File: config.mk
export PLATFORM = sky130hd
export DESIGN_NAME = bar_height_proc
export DESIGN_NICKNAME = d
export VERILOG_FILES = /design/src/rtl/bar_height_proc.sv
export SDC_FILE = /design/constraint.sdc
export NUM_CORES = 1
export LEC_CHECK = 0
export CAP_MARGIN = 40
export CORE_MARGIN = 2
export CORE_UTILIZATION = 40
export CTS_CLUSTER_SIZE = 14
export DETAILED_ROUTE_END_ITERATION = 10
export GPL_ROUTABILITY_DRIVEN = 0
export GPL_TIMING_DRIVEN = 1
export SYNTH_ARGS = -nofsm -noshare
export SYNTH_HDL_FRONTEND = slang
export SYNTH_SLANG_ARGS = --single-unit
File: constraint.sdc
create_clock -name clk_25 -period 22 [get_ports clk_25]
set_input_delay 3.3 -clock clk_25 [delete_from_list [all_inputs] [get_ports clk_25]]
set_output_delay 3.3 -clock clk_25 [all_outputs]
set_load 0.02 [all_outputs]
File: src/rtl/bar_height_proc.sv
// Turns one 16-bin capture into 16 bar heights. Each bin is DC-removed, rectified,
// scaled, saturated and peak-held with linear decay; all heights are committed together.
module bar_height_proc #(
  parameter int unsigned NBINS      = 16,
  parameter int unsigned IN_W       = 18,
  parameter int unsigned H_W        = 9,
  parameter int unsigned OFFSET     = 2048,
  parameter int unsigned SHIFT      = 2,
  parameter int unsigned MAX_HEIGHT = 400,
  parameter int unsigned DECAY      = 8
) (
  input  logic                  clk_25,
  input  logic                  rst,
  input  logic                  start,
  input  logic [NBINS*IN_W-1:0] bins_in,
  output logic                  busy,
  output logic                  done,
  output logic [NBINS*H_W-1:0]  bars_out
);

  localparam int unsigned IDX_W = $clog2(NBINS);
  localparam logic signed [IN_W:0] OFF_S = (IN_W+1)'(OFFSET);
  localparam logic [IN_W:0]        MAX_W = (IN_W+1)'(MAX_HEIGHT);

  typedef enum logic [1:0] {IDLE, PROC, COMMIT} state_t;

  state_t           state, state_nxt;
  logic [IDX_W-1:0] idx;
  logic [IN_W-1:0]  snap [NBINS];
  logic [H_W-1:0]   held [NBINS];
  logic [H_W-1:0]   work [NBINS];
  logic             commit_pend;

  logic [IN_W-1:0]       sample;
  logic signed [IN_W:0]  diff;
  logic [IN_W:0]         mag;
  logic [IN_W:0]         scaled;
  logic [H_W-1:0]        clipped;
  logic [H_W-1:0]        held_cur;
  logic [H_W-1:0]        decayed;
  logic [H_W-1:0]        bin_height;

  always_comb begin
    state_nxt = state;
    unique case (state)
      IDLE:    if (start) state_nxt = PROC;
      PROC:    if (idx == IDX_W'(NBINS-1)) state_nxt = COMMIT;
      COMMIT:  state_nxt = IDLE;
      default: state_nxt = IDLE;
    endcase
  end

  // Height for the bin currently addressed by idx.
  always_comb begin
    sample     = snap[idx];
    diff       = $signed({1'b0, sample}) - OFF_S;
    mag        = diff[IN_W] ? $unsigned(-diff) : $unsigned(diff);
    scaled     = mag >> SHIFT;
    clipped    = (scaled > MAX_W) ? H_W'(MAX_HEIGHT) : scaled[H_W-1:0];
    held_cur   = held[idx];
    decayed    = (held_cur >= H_W'(DECAY)) ? (held_cur - H_W'(DECAY)) : '0;
    bin_height = '0;
    if (clipped >= held_cur)    bin_height = clipped;
    else if (clipped > decayed) bin_height = clipped;
    else                        bin_height = decayed;
  end

  // busy/done/bars_out are registered one stage behind the FSM, so done lands
  // 18 cycles after start and never overlaps busy; held leads bars_out by one cycle.
  always_ff @(posedge clk_25) begin
    if (rst) begin
      state       <= IDLE;
      idx         <= '0;
      busy        <= 1'b0;
      done        <= 1'b0;
      commit_pend <= 1'b0;
      bars_out    <= '0;
      for (int unsigned i = 0; i < NBINS; i++) begin
        snap[i] <= '0;
        held[i] <= '0;
        work[i] <= '0;
      end
    end else begin
      state       <= state_nxt;
      busy        <= (state != IDLE);
      commit_pend <= (state == COMMIT);
      done        <= commit_pend;

      if (state == IDLE && start) begin
        idx <= '0;
        for (int unsigned i = 0; i < NBINS; i++)
          snap[i] <= bins_in[i*IN_W +: IN_W];
      end

      if (state == PROC) begin
        work[idx] <= bin_height;
        idx       <= idx + IDX_W'(1);
      end

      if (state == COMMIT) begin
        for (int unsigned i = 0; i < NBINS; i++)
          held[i] <= work[i];
      end

      if (commit_pend) begin
        for (int unsigned i = 0; i < NBINS; i++)
          bars_out[i*H_W +: H_W] <= held[i];
      end
    end
  end

endmodule

; Word level (Yosys, flattened, before mapping)
; Memories as Yosys holds them, arrays and structs flattened. A register that Yosys moved wholly into a read port is not among the register bits.
; Index checks and enable logic that the tools add are counted.
[classes]
reduce_logical = 6
eq_ne = 5
add_sub_neg = 4
bitwise_logic = 32
magnitude_cmp = 4
muxes = 60
[ops]
columns = operator, count
row1 = $mux 18, 16
row2 = $mux 9, 21
row3 = $or 1x1->1, 32
row4 = $mux 4, 7
row5 = $mux 19, 1
row6 = $neg 19->19, 1
row7 = $sub 18x12->19 const B, 1
row8 = $gt 17x9->1 const B, 1
row9 = $mux 1, 12
row10 = $ge 9x4->1 const B, 1
row11 = $ge 9x9->1, 1
row12 = $gt 9x9->1, 1
row13 = $reduce_or 9->1, 1
row14 = $sub 9x4->9 const B, 1
row15 = $add 4x1->4 const B, 1
row16 = $eq 4x4->1 const B, 1
row17 = $mux 2, 2
row18 = $ne 2x2->1 const B, 2
row19 = $pmux 2 s2, 1
row20 = $reduce_bool 2->1, 2
row21 = $eq 2x1->1 const B, 1
row22 = $eq 2x2->1 const B, 1
row23 = $logic_not 2->1, 1
row24 = $reduce_and 2->1, 1
row25 = $logic_and 1x1->1, 1
[totals]
memories = 3
ff_bits = 9
mem_bits_rw = 576
elab_cells = 119
out_inout_bits = 146
[memory_table]
columns = name, depth, width, read_ports, rd_ports_with_merged_regs, wr, line_no
row1 = snap, 16, 18, 1, 1, 16, 29  ; logic [IN_W-1:0] snap [NBINS];
row2 = held, 16, 9, 17, 17, 16, 30  ; logic [H_W-1:0] held [NBINS];
row3 = work, 16, 9, 16, 0, 16, 31  ; logic [H_W-1:0] work [NBINS];

; Depth between registers and ports, before layout
; Gate-level depths: netlist of run 1.
[depth]
depth_word = 9
depth_mapped = 28
depth_no_buf = 22

; Worst setup path before layout of run 1
; Ideal clock, no wire load.
[synth_timing]
path_kind = input to register
from = in rst
to = mem snap[0][0] (enable)
slack_ps = 10305
t_arrival_ps = 10992
setup_time_ps = 703
cell_stages = 4
t_required_ps = 21297
path_cell_list = clkbuf_1 > clkbuf_1 > clkbuf_1 > nand2b_1
[synth_rtl]
columns = item, line_no
row1 = start: declaration, 13  ; input logic rst,
row2 = end: declaration, 29

==> PnR_summary.wiki, run 1 <==
{| class="wikitable"
! Metric !! Value
|-
| Worst setup slack after placement || 14.27 ns
|-
| Root cell of the clock tree || clkbuf_16
|-
| Hold Startpoint || bars_out[141]
|-
| Critical path data required time || 22.33 ns
|-
| Wire per inst || 23.8 um
|-
| Crit path time final || 7.73 ns
|-
| Number of filler instances in the final layout || 6714
|-
| Maximum number of pins on one net before global-route repair || 109
|-
| Share of synthesized cell area in full adder, half adder and majority cells || 0.861%
|-
| Worst hold path endpoint || bars_out[141]
|-
| Worst hold path stage count || 2
|-
| Post-synthesis share of cell area spent on and, or, nand and nor gates || 14.4%
|-
| Setup repair after global routing missed its margin || no
|-
| Slew @ Worst Pin || 0.896 ns
|-
| Yosys top cell area share || 54.1%
|-
| Global-route wire length before repair || 132000 um
|-
| Antenna violations before repair || 3
|-
| Skew final || 0.0345 ns
|-
| Initial core utilization || 40.4%
|-
| Maxcap violations || 0
|-
| Max VDD drop || 56.3 uV
|-
| Main combinational cell family by area after synthesis || simple AND/OR/NAND/NOR gates
|-
| Cells along the critical path || buf_4 > buf_12 > mux4_2 > a22oi_1 > nand3_1 > nor4_4 > nor3b_2 > or3b_1 > a21oi_2 > o31ai_1 > nor2_1 > ha_1 > a21o_1 > a21o_1 > a21oi_1 > o21a_1 > nor3_1 > a221o_1 > a221oi_2 > and4_1 > nor4b_1
|-
| Synthesized-area fraction occupied by xor and xnor cells || 0.383%
|-
| Post-synth design cell area || 32000 um2
|-
| H-tree Lvls || 3
|-
| Total nets after synthesis || 2574
|-
| Final period util || 35.2%
|-
| Peak per-stage delay on the critical path || 0.89 ns
|-
| I/O Pins || 437
|-
| Instance count of the mapped netlist || 2261
|-
| Total routed wirelength || 90100 um
|-
| Synth Flop Type || edfxtp_1
|-
| 1st-iter DRT viols || 1771
|-
| Run status || complete, no violations
|-
| Setup Buffers After CTS || 0
|-
| GRT Overall Usage || 21.7%
|-
| Slowest CP cell || and4_1
|-
| Slew Limit Headroom || 40.2%
|-
| Number of enable flip-flop cells after synthesis || 576
|-
| End of the worst register-to-register path || work[10][4]
|-
| Via count of the first global-routing pass || 20.6k
|-
| Power per cell area || 82.0 nW/um2
|-
| Max Root-Sink Buffers || 3
|-
| Final setup violation count || 0
|-
| Count of TritonRoute iterations in the first routing pass || 5
|-
| Standby leakage power || 14.0 nW
|-
| Clock insertion delay at the later pin of the skew report || 0.64 ns
|-
| Number of nets in the final layout || 2975
|-
| Cell taking the most area after synthesis || edfxtp_1
|-
| Worst setup path category || reg -> reg
|-
| Overall via count from detail_route || 20.1k
|-
| Core Region || 79100 um2
|-
| Sink Count || 733
|-
| Crit path max-delay family || simple AND/OR/NAND/NOR gates
|-
| Category of the worst setup path launch point || register
|-
| Data arrival time of the critical path || 8.07 ns
|-
| Cell repeated most along the worst path || a21o_1
|-
| Worst Setup End Kind || register
|-
| Number of hold-slack violations in the final timing report || 0
|-
| Reg clk slew, reported paths || 0.06 ns
|-
| Count of antenna-violating nets left after detailed routing || 0
|-
| Mean instance size in the synthesized netlist || 14.1 um2
|-
| Number of remaining DRC errors || 0
|-
| Minimum setup slack among reg-to-reg paths || 14.27 ns
|-
| Fraction of final layout cells sized beyond drive strength 1 || 13.6%
|-
| Max Fanout on Critical Path || 32
|-
| Number of warnings printed during yosys synthesis || 0
|-
| Site row count || 103
|-
| Remaining Overflow, GRT || 0
|-
| Die Width || 287 um
|-
| Worst Reg2Reg Path Length in Cells || 21
|-
| Async set-or-reset flop fraction in the synthesized netlist || 0%
|-
| PostCTS Resize Cnt || 0
|-
| Number of hold buffers added after cts || 0
|-
| WP buf/inv || 2
|-
| PnR worst setup slack || 14.27 ns
|-
| Achievable Freq || 129 MHz
|-
| Hold Worst Slack || 0.491 ns
|-
| Clock buffers created by TritonCTS || 81
|-
| Hold crit path type || reg -> reg
|-
| Vias per Instance || 5.31
|-
| Area contributors post-synth || edfxtp_1 54%, dfxtp_1 9.8%, mux4_2 7.5%, and2_1 5.5%, mux2i_1 4.9%
|-
| Area growth, synth to finish || 25.9%
|-
| Unique cell type count in the Yosys netlist || 80
|-
| Detailed placement HPWL || 65300 um
|-
| Fraction of synthesized area in multiplexers || 12.5%
|-
| Floorplan die height || 287 um
|-
| #FFs+latches synth || 733
|-
| Die outline area || 82200 um2
|-
| Port-buffer cells || 436
|-
| TritonCTS clock tree || yes
|-
| Post-synthesis sequential area ratio || 63.9%
|-
| Final TNS setup || 0 ns
|-
| Final Max Slew Viols || 0
|-
| Compound-gate portion of the synthesized area || 5.22%
|}
## worst register-to-register path, cell delays in order (launching register included)
cell      delay [ns]
dfxtp_4         0.76
buf_4           0.50
buf_12          0.28
mux4_2          0.55
a22oi_1         0.19
nand3_1         0.29
nor4_4          0.51
nor3b_2         0.37
or3b_1          0.18
a21oi_2         0.09
o31ai_1         0.61
nor2_1          0.24
ha_1            0.26
a21o_1          0.15
a21o_1          0.17
a21oi_1         0.17
o21a_1          0.16
nor3_1          0.05
a221o_1         0.34
a221oi_2        0.53
and4_1          0.89
nor4b_1         0.14
## sequential cells by signal (all words and copies together), names as in the netlist, named ones only
name         count
work           144
done             1
bars_out       144
state            2
held           144
snap           288
commit_pend      1
busy             1
idx              4
## through the flow
stage          util [%]  instances  power [mW]  cell area [um2]
2_1_floorplan         -       2261        1.80            32000
5_1_grt            50.9       3782        3.41            40300
3_5_place_dp       47.3       3629        1.93            37500
6_report           50.9       3783        3.30            40300
3_3_place_gp       46.9       3612        1.91            37100
4_1_cts            50.9       3779        3.33            40200
## power breakdown
| part | internal (mW) | total (mW) | switching [mW] |
|---|---|---|---|
| clock network | 0.841 | 1.40 | 0.560 |
| registers | 1.57 | 1.60 | 0.0340 |
| logic | 0.136 | 0.296 | 0.161 |
## Yosys cell counts (all sizes together), types with 3 or more instances
| cell type | n |
|---|---|
| o21ai | 19 |
| nor2 | 182 |
| a31oi | 10 |
| nor3 | 22 |
| a21oi | 112 |
| or4 | 5 |
| a31o | 3 |
| a21o | 6 |
| edfxtp | 576 |
| a211oi | 34 |
| o31ai | 6 |
| dfxtp | 157 |
| or3 | 3 |
| mux4 | 107 |
| xnor2 | 9 |
| nand2b | 24 |
| nor4 | 8 |
| nand4 | 6 |
| nor4b | 17 |
| clkbuf | 93 |
| or2 | 3 |
| mux2i | 155 |
| ha | 22 |
| a22oi | 16 |
| and4 | 3 |
| nand2 | 50 |
| xor2 | 5 |
| nor3b | 3 |
| inv | 27 |
| nor2b | 171 |
| nand3b | 3 |
| o21a | 4 |
| and2 | 279 |
| buf | 65 |
| nand3 | 19 |
| mux2 | 3 |
| and3 | 5 |
## worst max path at each step
stage               cells past startpoint          end  slack, ns
finish                                 21  work[10][4]      14.27
global route                           22   work[7][0]      13.73
CTS                                    21  work[10][4]      14.24
detailed placement                     21  work[10][4]      14.27
global placement                       20   work[5][0]      14.37
floorplan                               4   snap[0][0]      10.31
## area by class of cell
type                            count  area, um2  share of cell area (%)
Tap cell                         1050       1310                    3.26
Inverter                           28        105                   0.261
Antenna cell                        4       10.0                  0.0249
Multi-Input combinational cell   1342      10700                    26.6
Clock inverter                     39        465                    1.16
Timing Repair Buffer              476       4870                    12.1
Clock buffer                      111       2330                    5.78
Sequential cell                   733      20500                    50.8
## cells by family (layout without fill, tap and decap cells)
family	count (synthesis)	after routing
muxes	265	265
AOI/OAI and AO/OA	232	232
and+or+nand+nor	809	809
DFF	733	733
other	0	4
adders and majority gates	22	22
xor gates and xnor gates	14	14
buffers and inverters	186	654
## cell usage in the layout, fill, tap and decap left out, types with 23 or more instances in the layout
master / instances
a211oi_1: 33
a21oi_1: 59
a21oi_2: 53
and2_1: 279
buf_4: 23
clkbuf_16: 85
clkdlybuf4s50_1: 435
dfxtp_1: 153
edfxtp_1: 576
inv_1: 24
mux2i_1: 155
mux4_2: 106
nand2_1: 49
nor2_1: 179
nor2b_1: 171
## per-layer routing
metal,track usage [%],vias up,share of wire (%)
met5,0,-,0
met4,8.91,0,4.0
met3,3.63,164,7.0
met2,37.4,880,50
met1,27.2,9927,39
li1,-,9119,-
(Power assumes the default switching activity.)
==> inputs of run 2 (changes only) <==
Clock period 22 ns to 6.8 ns, I/O delays scaled along.
==> run 2 against run 1 <==
Effect of this change: combinational power rose to 3.3 times the previous value; critical endpoint is now work[5][5]; global-route usage down 0.18 points; sequential share of layout area about the same; maximum frequency up 21%; count of clock-buffer cells in the layout down 12; total power rose to 3.2 times the previous value; via count down 0.34%; sequential power rose to 3.2 times the previous value; flip-flop and latch count unchanged; utilization about the same; critical path depth unchanged; register-to-register slack worse by 14 ns.
==> PnR_summary.wiki, run 2 (same netlist as run 1, synthesis figures left out) <==
{| class="wikitable"
! Metric !! Value
|-
| Run status || complete, no violations
|-
| Standby leakage power || 14.0 nW (+0.39%)
|-
| Remaining Overflow, GRT || 0 (unchanged)
|-
| Crit path time final || 6.42 ns (-1.32 ns)
|-
| PnR worst setup slack || 0.384 ns (-13.88 ns)
|-
| Power per cell area || 260 nW/um2 (+220%)
|-
| Skew final || 0.0201 ns (-0.0144 ns)
|-
| Antenna violations before repair || 1 (-2)
|-
| Hold Startpoint || bars_out[139]
|-
| Achievable Freq || 156 MHz (+21%)
|-
| Total placed instance area || 37600 um2 (+0.28%)
|-
| Minimum setup slack among reg-to-reg paths || 0.38 ns (-13.88 ns)
|-
| Sink Count || 733 (unchanged)
|-
| Worst setup path category || reg -> reg
|-
| Number of nets in the final layout || 2999 (+0.81%)
|-
| Worst Reg2Reg Path Length in Cells || 21 (unchanged)
|-
| Final TNS setup || 0 ns (unchanged)
|-
| Total routed wirelength || 89900 um (-0.23%)
|-
| Overall power of the completed layout || 10.5 mW (+220%)
|-
| Number of hold-slack violations in the final timing report || 0 (unchanged)
|-
| TritonCTS clock tree || yes
|-
| GRT Overall Usage || 21.5% (-0.18 points)
|-
| Data arrival time of the critical path || 6.87 ns (-1.20 ns)
|-
| Die outline area || 82200 um2 (unchanged)
|-
| Global-route wire length before repair || 131000 um (-0.66%)
|-
| Cells along the critical path || nor2b_1 > o21ai_0 > o22a_1 > a31oi_1 > buf_4 > nor4_4 > a31oi_1 > o32a_1 > o311ai_0 > inv_1 > ha_1 > a21o_1 > a21o_1 > a21oi_1 > o21a_1 > nor3_1 > a221o_1 > a221o_2 > or4_1 > buf_4 > a21oi_1
|-
| Max Root-Sink Buffers || 3 (unchanged)
|-
| Max VDD drop || 166 uV (+200%)
|-
| Final design instance area without fill || 40300 um2 (about the same)
|-
| Count of TritonRoute iterations in the first routing pass || 6 (+1)
|-
| Detailed placement HPWL || 65700 um (+0.67%)
|-
| Via count of the first global-routing pass || 20.3k (-1.6%)
|-
| Final setup violation count || 0 (unchanged)
|-
| WP buf/inv || 3 (+1)
|-
| Peak per-stage delay on the critical path || 0.73 ns (-0.16 ns)
|-
| Floorplan die height || 287 um (unchanged)
|-
| Area growth, synth to finish || 26.0% (about the same)
|-
| End of the worst register-to-register path || work[5][5]
|-
| Core Region || 79100 um2 (unchanged)
|-
| Wire per inst || 23.7 um (-0.60%)
|-
| I/O Pins || 437 (unchanged)
|-
| Number of filler instances in the final layout || 6675 (-0.58%)
|-
| Hold crit path type || reg -> reg
|-
| Die Width || 287 um (unchanged)
|-
| Category of the worst setup path launch point || register
|-
| Maxcap violations || 0 (unchanged)
|-
| Clock insertion delay at the later pin of the skew report || 0.63 ns (about the same)
|-
| Root cell of the clock tree || clkbuf_16
|-
| Number of remaining DRC errors || 0 (unchanged)
|-
| Final Max Slew Viols || 0 (unchanged)
|-
| Commonest non-fill, non-tap cells in the layout || 576 x edfxtp_1, 435 x clkdlybuf4s50_1, 279 x and2_1, 179 x nor2_1, 171 x nor2b_1
|-
| Crit path max-delay family || compound AO/OA/AOI/OAI gates
|-
| Worst Setup End Kind || register
|-
| Register name with the most flops || snap
|-
| Most common cell after layout, fill and taps aside || edfxtp_1
|-
| Slew Limit Headroom || 32.0% (-8.2 points)
|-
| Setup repair after global routing missed its margin || no
|-
| Count of antenna-violating nets left after detailed routing || 0 (unchanged)
|-
| Worst hold path endpoint || bars_out[139]
|-
| Maximum number of pins on one net before global-route repair || 154 (+41%)
|-
| H-tree Lvls || 3 (unchanged)
|-
| Critical path data required time || 7.26 ns (-15.07 ns)
|-
| Flip-flop count of the largest register after layout || 288 (unchanged)
|-
| Slowest CP cell || nor2b_1
|-
| Initial core utilization || 40.4% (unchanged)
|-
| Post-layout instance count excluding filler cells || 3797 (+0.37%)
|-
| Slew @ Worst Pin || 1.02 ns (+0.124 ns)
|-
| 1st-iter DRT viols || 1652 (-6.7%)
|-
| Overall via count from detail_route || 20.0k (-0.34%)
|-
| Reg clk slew, reported paths || 0.06 ns (about the same)
|-
| Worst setup slack after placement || -0.0431 ns (-14.32 ns)
|-
| Port-buffer cells || 436 (unchanged)
|-
| Vias per Instance || 5.27 (-0.71%)
|-
| Post-placement cell count || 3648 (+0.52%)
|-
| Max Fanout on Critical Path || 16 (-50%)
|-
| Clock buffers created by TritonCTS || 79 (-2.5%)
|-
| Final period util || 94.4% (+59 points)
|-
| Worst hold path stage count || 2 (unchanged)
|-
| Fraction of final layout cells sized beyond drive strength 1 || 14.2% (+0.53 points)
|-
| Site row count || 103 (unchanged)
|}
[run 2: cell count changes in the layout (fill, tap and decap cells not counted), moves of 2 or more]
cell	previous run	this run
buf_4	23	52
buf_8	8	1
clkbuf_8	10	3
buf_12	1	7
clkbuf_1	15	11
a31oi_1	7	10
a31oi_2	3	0
buf_6	3	0
clkinv_2	13	16
clkinv_4	1	4
diode_2	4	1
bufinv_16	8	6
clkinv_1	8	10
inv_6	5	3
[run 2: tightest hold or removal path, delay by kind of cell (launching register included)]
kind | cells | cell delay, ns
flip-flops | 1 | 0.33
AND/OR/NAND/NOR | 1 | 0.07
multiplexers | 1 | 0.06
[run 2: worst max-delay path by stage]
| stage | startpoint | slack [ns] | endpoint | depth (start not counted) |
|---|---|---|---|---|
| after detailed placement | register | -0.04 | work[8][5] | 22 |
| after global routing | register | 0.04 | work[5][5] | 21 |
| final | register | 0.38 | work[5][5] | 21 |
| after CTS | register | 0.09 | work[11][5] | 22 |
| after global placement | register | 0.19 | work[12][5] | 22 |
| after floorplan | rst | 0.86 | snap[0][0] | 4 |
[run 2: timing repair]
item,4_1_cts,5_1_grt
gates resized for setup,1,1
endpoints found under the setup margin,29,144
buffers inserted,0,7
hold buffers,0,0
[run 2: report_power, final]
group | total, mW | switching [mW] | internal, mW
clock | 4.31 | 1.78 | 2.53
sequential | 5.18 | 0.101 | 5.08
combinational | 0.984 | 0.531 | 0.453
total | 10.5 | 2.41 | 8.06
[run 2: final cells by class]
cell class | instances | area (um2) | area share [%]
Sequential cell | 733 | 20500 | 50.8
Tap cell | 1050 | 1310 | 3.26
Multi-Input combinational cell | 1342 | 10700 | 26.6
Timing Repair Buffer | 502 | 5090 | 12.6
Clock buffer | 99 | 2190 | 5.44
Clock inverter | 42 | 429 | 1.07
Inverter | 28 | 105 | 0.261
Antenna cell | 1 | 2.50 | 0.00621
[run 2: per-layer routing]
layer	up-vias	wire, um	GRT usage [%]
met5	-	10	0
met4	2	2980	7.77
met3	140	5810	3.30
met2	803	45300	37.0
met1	9924	35800	27.6
li1	9153	-	-
[run 2: through the flow]
| stage | util, % | hold slack (ns) |
|---|---|---|
| after CTS | 50.8 | 0.495 |
| after floorplan | - | 0.477 |
| final | 50.9 | 0.492 |
| after global placement | 47.2 | 0.471 |
| after detailed placement | 47.5 | 0.479 |
| after global routing | 50.9 | 0.524 |
==> inputs of run 3 (changes only) <==
Settings changed: HOLD_SLACK_MARGIN set to 0.06, RECOVER_POWER set to 25.
==> run 3 against run 2 <==
Effect of this change: the flow now finishes with violations (max-capacitance violations, max-slew violations); cell count unchanged; largest power group unchanged; register-to-register slack got worse by 0.03 ns; sequential share of layout area increased by 0.11 points; flip-flop and latch count unchanged.
==> PnR_summary.wiki, run 3 (same netlist as run 1, synthesis figures left out) <==
{| class="wikitable"
! Metric !! Value
|-
| Max VDD drop || 166 uV (about the same)
|-
| Total routed wirelength || 90100 um (+0.15%)
|-
| Worst hold path endpoint || bars_out[139]
|-
| Overall power of the completed layout || 10.5 mW (about the same)
|-
| Critical path data required time || 7.25 ns (about the same)
|-
| Maxcap violations || 5 (+5)
|-
| Slowest CP cell || nor2b_1
|-
| Cells along the critical path || nor2b_1 > o21ai_0 > o22a_1 > a31oi_1 > buf_4 > nor4_4 > a31oi_1 > o32a_1 > o31a_1 > nand2_1 > ha_1 > nand3_1 > nor2_1 > and2_1 > nand3_1 > nor2_1 > a221o_1 > a221o_2 > or4_1 > buf_4 > a21oi_1
|-
| Failing checks || max-capacitance violations, max-slew violations
|-
| Power per cell area || 260 nW/um2 (+0.19%)
|-
| Detailed placement HPWL || 65700 um (unchanged)
|-
| Internal Dissipation || 8.06 mW (about the same)
|-
| Slew Limit Headroom || -121% (-150 points)
|-
| Clock buffers created by TritonCTS || 79 (unchanged)
|-
| Hold Startpoint || bars_out[139]
|-
| Sequential Power Share || 49.5% (about the same)
|-
| Number of hold-slack violations in the final timing report || 0 (unchanged)
|-
| WP buf/inv || 2 (-1)
|-
| Overall via count from detail_route || 20.1k (+0.27%)
|-
| Data arrival time of the critical path || 6.90 ns (+0.03 ns)
|-
| Number of nets in the final layout || 2999 (unchanged)
|-
| Reg clk slew, reported paths || 0.06 ns (about the same)
|-
| Worst hold path stage count || 2 (unchanged)
|-
| Root cell of the clock tree || clkbuf_16
|-
| 1st-iter DRT viols || 1654 (+0.12%)
|-
| Setup repair after global routing missed its margin || no
|-
| Share of total power consumed by net switching || 23.0% (about the same)
|-
| Core Region || 79100 um2 (unchanged)
|-
| Max Root-Sink Buffers || 3 (unchanged)
|-
| Number of remaining DRC errors || 0 (unchanged)
|-
| Vias per Instance || 5.29 (+0.27%)
|-
| Achievable Freq || 155 MHz (-0.45%)
|-
| Final setup violation count || 0 (unchanged)
|-
| End of the worst register-to-register path || work[5][5]
|-
| Most common cell after layout, fill and taps aside || edfxtp_1
|-
| GRT Overall Usage || 21.5% (unchanged)
|-
| Global-route wire length before repair || 131000 um (unchanged)
|-
| I/O Pins || 437 (unchanged)
|-
| Category of the worst setup path launch point || register
|-
| Slew @ Worst Pin || 3.31 ns (+2.29 ns)
|-
| Area growth, synth to finish || 25.7%
|-
| Final Max Slew Viols || 434 (+434)
|-
| Finished Core Util || 50.8% (-0.11 points)
|-
| Crit path max-delay family || compound AO/OA/AOI/OAI gates
|-
| Wire per inst || 23.7 um (+0.15%)
|-
| Crit path time final || 6.45 ns (+0.0291 ns)
|-
| Die outline area || 82200 um2 (unchanged)
|-
| Worst Setup End Kind || register
|-
| Hold crit path type || reg -> reg
|-
| Via count of the first global-routing pass || 20.3k (unchanged)
|-
| Proportion of power drawn by the clock network || 41.2% (about the same)
|-
| H-tree Lvls || 3 (unchanged)
|-
| Maximum number of pins on one net before global-route repair || 154 (unchanged)
|-
| Count of TritonRoute iterations in the first routing pass || 7 (+1)
|-
| Site row count || 103 (unchanged)
|-
| TritonCTS clock tree || yes
|-
| Max Fanout on Critical Path || 16 (unchanged)
|-
| Floorplan die height || 287 um (unchanged)
|-
| Net switching power || 2.41 mW (about the same)
|-
| Die Width || 287 um (unchanged)
|-
| Peak per-stage delay on the critical path || 0.74 ns (about the same)
|-
| Remaining Overflow, GRT || 0 (unchanged)
|-
| Port-buffer cells || 436 (unchanged)
|-
| Register name with the most flops || snap
|-
| Final period util || 94.8% (+0.43 points)
|-
| Worst setup path category || reg -> reg
|-
| Minimum setup slack among reg-to-reg paths || 0.35 ns (-0.03 ns)
|-
| Antenna violations before repair || 1 (unchanged)
|-
| Gate power share || 9.3% (about the same)
|-
| Standby leakage power || 13.9 nW (-0.84%)
|-
| Flip-flop count of the largest register after layout || 288 (unchanged)
|-
| Number of filler instances in the final layout || 6681 (+0.090%)
|-
| Number of hold buffers added after cts || 0 (unchanged)
|-
| Count of antenna-violating nets left after detailed routing || 0 (unchanged)
|-
| Sink Count || 733 (unchanged)
|-
| Worst Reg2Reg Path Length in Cells || 21 (unchanged)
|-
| Skew final || 0.0203 ns (+0.000145 ns)
|-
| Fraction of final layout cells sized beyond drive strength 1 || 13.9% (-0.22 points)
|-
| Commonest non-fill, non-tap cells in the layout || 576 x edfxtp_1, 435 x clkdlybuf4s50_1, 197 x and2_1, 180 x nor2_1, 171 x nor2b_1
|-
| Clock insertion delay at the later pin of the skew report || 0.63 ns (about the same)
|-
| Initial core utilization || 40.4% (unchanged)
|-
| Run status || complete, but fails checks
|}
==> run 3: worst max path at each step <==
stage,startpoint,end,slack (ns),cells past startpoint
after CTS,register,work[11][5],0.09,22
after global routing,register,work[5][5],0.04,21
after detailed placement,register,work[8][5],-0.04,22
after global placement,register,work[12][5],0.19,22
final,register,work[5][5],0.35,21
after floorplan,rst,snap[0][0],0.86,4
==> run 3: what timing repair did <==
item / in CTS / in global routing
gates resized for setup: 1 / 1
setup endpoints to repair: 29 / 144
buffers inserted: 0 / 7
==> run 3: per-layer routing <==
layer | global-route usage (%) | part of all wire (%) | vias up
li1 | - | - | 9147
met1 | 27.6 | 40 | 9988
met2 | 37.0 | 50 | 799
met3 | 3.30 | 6.0 | 140
met4 | 7.77 | 3.3 | 2
met5 | 0 | 0.011 | -
==> run 3: worst register-to-register path, delay by kind of cell (launching register included) <==
kind | cells | cell delay (ns)
flip-flops | 1 | 0.69
AO/OA/AOI/OAI | 9 | 2.82
buffers and inverters | 2 | 0.39
adder cells (fa/ha/maj) | 1 | 0.33
AND/OR/NAND/NOR | 9 | 2.06
==> run 3: layout make-up <==
class | instances | area, um2 | share of cell area [%]
repair buffers | 502 | 5020 | 12.5
clock inverters | 42 | 429 | 1.07
well taps | 1050 | 1310 | 3.27
flip-flops and latches | 733 | 20500 | 50.9
multi-input cells | 1342 | 10700 | 26.6
clock buffers | 99 | 2190 | 5.45
diodes | 1 | 2.50 | 0.00622
inverters | 28 | 105 | 0.261
==> run 3: power by group through the flow <==
stage	clock [mW]	sequential [mW]	combinational, mW
floorplan	0	5.23	0.567
global placement	0	5.28	0.946
detailed placement	0	5.28	0.971
CTS	4.40	5.19	0.973
global route	4.59	5.20	1.05
finish	4.31	5.18	0.979
==> run 3: through the flow <==
stage               TNS [ns]  cells  hold slack, ns  cell area (um2)  setup WS, ns
floorplan                  0   2261           0.477            32000         0.864
global placement           0   3641           0.471            37400         0.187
CTS                        0   3789           0.495            40200        0.0892
detailed placement    -0.274   3648           0.479            37600       -0.0431
global route               0   3796           0.524            40200        0.0355
finish                     0   3797           0.492            40200         0.355
